===== config.mk =====
export PLATFORM = sky130hd
export DESIGN_NAME = v_counters_down_reload
export DESIGN_NICKNAME = d
export VERILOG_FILES = /design/src/rtl/counters_pkg.sv /design/src/rtl/v_counters_down_reload.sv
export SDC_FILE = /design/constraint.sdc
export NUM_CORES = 1
export LEC_CHECK = 0
export ABC_CLOCK_PERIOD_IN_PS = 2700
export CORE_AREA = 4 4 41 43
export CTS_CLUSTER_DIAMETER = 50
export DETAILED_ROUTE_END_ITERATION = 6
export DIE_AREA = 0 0 45 47
export PLACE_DENSITY = 0.7
export SETUP_SLACK_MARGIN = 0.02
export SLEW_MARGIN = 30
export SYNTH_ARGS = -nofsm -noshare
export SYNTH_HDL_FRONTEND = slang
export SYNTH_SLANG_ARGS = --single-unit

===== constraint.sdc =====
create_clock -name c -period 2.7 [get_ports c]
set_input_delay 0.27 -clock c [delete_from_list [all_inputs] [get_ports c]]
set_output_delay 0.27 -clock c [all_outputs]
set_load 0.05 [all_outputs]

===== src/rtl/counters_pkg.sv =====
// Shared constants for the counter family: mode encodings and default width.
package counters_pkg;

    localparam logic MODE_ONESHOT  = 1'b0;
    localparam logic MODE_PERIODIC = 1'b1;

    localparam int DEFAULT_WIDTH = 4;

endpackage


===== src/rtl/v_counters_down_reload.sv =====
// Down counter with load, enable, stop and registered terminal-count pulse.
// Expiry either stops the counter (one-shot) or reloads the stored start value (periodic).
//
// state   | meaning
// --------+---------------------------------------------------------------
// ST_IDLE | not armed; q holds, en ignored, busy=0
// ST_RUN  | armed; counts down on en, expires at q=0 (busy=1)
module v_counters_down_reload
    import counters_pkg::*;
#(
    parameter int WIDTH = DEFAULT_WIDTH
) (
    input  logic             c,
    input  logic             clr_n,
    input  logic             load,
    input  logic [WIDTH-1:0] d,
    input  logic             en,
    input  logic             mode,
    input  logic             stop,
    output logic [WIDTH-1:0] q,
    output logic             tc,
    output logic             busy
);

    typedef enum logic {
        ST_IDLE = 1'b0,
        ST_RUN  = 1'b1
    } state_t;

    localparam logic [WIDTH-1:0] ONE = {{(WIDTH-1){1'b0}}, 1'b1};

    state_t           state, state_nxt;
    logic [WIDTH-1:0] cnt, cnt_nxt;
    logic [WIDTH-1:0] rld, rld_nxt;
    logic             tc_r, tc_nxt;

    always_ff @(posedge c or negedge clr_n) begin
        if (!clr_n) begin
            state <= ST_IDLE;
            cnt   <= '0;
            rld   <= '0;
            tc_r  <= 1'b0;
        end else begin
            state <= state_nxt;
            cnt   <= cnt_nxt;
            rld   <= rld_nxt;
            tc_r  <= tc_nxt;
        end
    end

    // Load beats stop beats counting; a load on the expiry edge swallows that expiry.
    always_comb begin
        state_nxt = state;
        cnt_nxt   = cnt;
        rld_nxt   = rld;
        tc_nxt    = 1'b0;
        if (load) begin
            cnt_nxt   = d;
            rld_nxt   = d;
            state_nxt = ST_RUN;
        end else if (stop) begin
            state_nxt = ST_IDLE;
        end else if (state == ST_RUN && en) begin
            if (cnt != '0) begin
                cnt_nxt = cnt - ONE;
            end else begin
                tc_nxt = 1'b1;
                if (mode == MODE_PERIODIC) begin
                    cnt_nxt = rld;
                end else begin
                    state_nxt = ST_IDLE;
                end
            end
        end
    end

    assign q    = cnt;
    assign tc   = tc_r;
    assign busy = (state == ST_RUN);

endmodule


==> results.py <==
metrics = {
    "status": {
        "outcome": "finished, final reports clean",
    },
    "clocking": {
        "cts_setup_buffers": 0,
        "cts.hold.buffers_added": 0,
        "clock_sink_count": 10,
        "tritoncts_clock_tree": "done",
        "cts.root.buffer_cell": "sky130_fd_sc_hd__clkbuf_4",
        "clock_insertion_delay_worst_skew_ns": 0.27,
        "cts_resized": 0,
        "max-clock-path-buffers": 2,
        "cts_htree_levels": 1,
        "inserted_clock_buffers": 3,
        "reg_clk_slew_reported_paths_ns": 0.07,
    },
    "setup_path": {
        "setup.worst_path.end_class": "output pin",
        "r2r_start": "q[0]",
        "cp_top_family": "buffers and inverters",
        "arrival_ns": 1.59,
        "worstSetupStartpointType": "register",
        "r2r_slack_ns": 1.02,
        "critPathSlowestCell": "sky130_fd_sc_hd__clkdlybuf4s50_1",
        "worst-path-max-fanout": 7,
        "setup.worst_path.class": "register to output pin",
        "cp_slowest_stage_delay_ns": 0.85,
        "timing.critical_path.buf_inv": 1,
        "worst-endpoint-required_ns": 2.43,
        "setup.worst_path.start": "q[2]",
        "ff2ff_path_depth": 6,
        "r2r-end": "q[3]",
        "critical_path.cell_chain": "clkdlybuf4s50_1",
    },
    "drt": {
        "routed_via_count": 477,
        "detail_route.drc_violations": 0,
        "postRouteAntennaNets": 0,
        "first_drt_iteration_drcs": 11,
        "routed_via_density": 5.360,
        "drt-total-wl_um": 1129,
        "firstDrtPassIters": 4,
        "post_drt_wl_per_cell_um": 12.69,
    },
    "pwr": {
        "ir_worst_vdd_mv": 0.2540,
        "p_per_area_nw_per_um2": 585.2,
        "leakagePower_nw": 0.3068,
    },
    "final_layout": {
        "final_layout_size_suffix_gt1_share_pct": 12.16,
        "nets": 86,
        "post_route_insts_no_fill": 89,
        "area_delta_synth_final_pct": 37.18,
        "diodes": 0,
    },
    "timing": {
        "finalSetupViolations": 0,
        "timing.final.crit_share_pct": 68.91,
        "slew_hr_pct": 65.78,
        "fin_ws_ns": 0.8393,
        "worstMarginPinSlew_ns": 0.5117,
        "max_clk_rate_ghz": 0.5374,
        "finalMaxSlewViolations": 0,
        "fin_worst_skew_ns": 0.0006387,
        "rsz_0062_raised_after_global_routing": "false",
        "layout_min_cycle_time_ns": 1.861,
        "tns_ns": 0,
        "whs_ns": 0.3119,
        "hold_viol_final": 0,
    },
    "die": {
        "dieWidth_um": 45,
        "die_area_um2": 2115,
        "design.portCount": 16,
        "placement_rows": 13,
        "initial_core_util_pct": 40.87,
        "die_height_um": 47,
        "core_um2": 1301,
    },
    "global_routing": {
        "grt_pass1_wl_um": 1814,
        "grt_pass1_vias": 440,
        "gr-total-overflow": 0,
        "initial_antenna_violation_count": 0,
        "pin_count_of_the_biggest_net_entering_global_routing": 18,
        "groute.usage.overall_pct": 12.69,
    },
    "yosys": {
        "synth.cell_area_um2": 531.8,
        "yosysMostFrequentCell": "sky130_fd_sc_hd__dfrtp_1",
        "yosys-top-cells-count": "10 x sky130_fd_sc_hd__dfrtp_1, 8 x sky130_fd_sc_hd__nand2_1, 7 x sky130_fd_sc_hd__a21oi_1",
        "synth_nets": 68,
        "synthesized_area_per_cell_um2": 9.329,
        "synth_enable_flop_cells": 0,
        "postSynthCellCount": 57,
        "async_s_r_ff_share_synth_pct": 100.0,
        "ys.warnings.count": 0,
        "synth.yosys.seq_area_share_pct": 47.06,
        "postSynthRegisterBits": 10,
        "synth.largest_area_cell": "sky130_fd_sc_hd__dfrtp_1",
        "post_synth_top_area_share_pct": 47.06,
        "synth_flop_cell": "sky130_fd_sc_hd__dfrtp_1",
        "netlist_top_cells_area": "sky130_fd_sc_hd__dfrtp_1 47%, sky130_fd_sc_hd__a21oi_1 6.6%, sky130_fd_sc_hd__nand2_1 5.6%, sky130_fd_sc_hd__inv_1 4.2%, sky130_fd_sc_hd__nand3b_1 4.2%",
        "yosys.cell_types.count": 22,
    },
    "place": {
        "dp_slack_ns": 0.9925,
        "placed_cells": 85,
        "post-dp-hpwl_um": 811,
        "routabilityCongestion": 0.8187,
        "io_buffers": 15,
    },
    "min_path": {
        "timing.hold.worst.class": "input pin to async pin",
    },
    "job": {
        "maxCapViolations": 0,
    },
}
per-layer routing:
layer / track usage [%] / up-vias / part of all wire (%)
li1: - / 233 / -
met1: 14.29 / 218 / 44
met2: 19.21 / 21 / 46
met3: 4.598 / 5 / 6.9
met4: 10.53 / 0 / 3.5
met5: 0 / - / 0
metrics by stage:
stage	utilization (%)	total power [mW]	instance area (um^2)
finish	56.06	0.4269	729.5
global placement	53.27	0.2891	693.2
floorplan	-	0.2472	531.8
CTS	56.06	0.4310	729.5
global route	56.06	0.4473	729.5
detailed placement	53.27	0.2901	693.2
sequential cells by signal (all words and copies together) (netlist names):
register and flops:
q 4, rld 4, busy 1, tc 1
cell usage in the layout (no fill, tap or decap), drive strengths merged:
| master | netlist | routed |
|---|---|---|
| nand3b | 3 | 3 |
| o311ai | 1 | 1 |
| clkbuf | 2 | 4 |
| o21ai | 3 | 3 |
| inv | 6 | 6 |
| nand2 | 8 | 8 |
| nor3b | 1 | 1 |
| mux2 | 1 | 1 |
| dfrtp | 10 | 10 |
| and3b | 1 | 1 |
| or4 | 2 | 2 |
| nor3 | 1 | 1 |
| a31o | 1 | 1 |
| nand3 | 1 | 1 |
| clkdlybuf4s50 | 0 | 15 |
| mux2i | 1 | 1 |
| nor2 | 3 | 3 |
| ha | 1 | 1 |
| o31ai | 1 | 1 |
| a211oi | 1 | 1 |
| a21oi | 7 | 7 |
| nor4b | 2 | 2 |
cell type report:
type,count,area (um^2)
inverters,6,22.52
clock buffers,4,36.28
well taps,15,18.77
flip-flops and latches,10,250.2
fillers,129,571.8
repair buffers,15,150.1
multi-input cells,39,251.5
power breakdown:
group / leakage, nW / switching, mW / internal, mW
clock: 0.0210 / 0.0562 / 0.0820
sequential: 0.122 / 0.0143 / 0.163
combinational: 0.164 / 0.0641 / 0.0469
how the worst max path moves through the flow:
stage,to,slack [ns],cells past startpoint
2_1_floorplan,q[3],0.85,5
3_3_place_gp,q[2],1.02,3
3_5_place_dp,q[2],0.99,3
4_1_cts,q[2],0.84,1
5_1_grt,q[2],0.80,1
6_report,q[2],0.84,1
cell families after synthesis:
group | synth area share [%]
flops | 47.06
compound gates | 15.53
fa+ha+maj | 2.353
simple gates | 25.41
buf+inv | 5.647
mux | 4.000
Note: power is estimated with default switching activity, not from simulation.
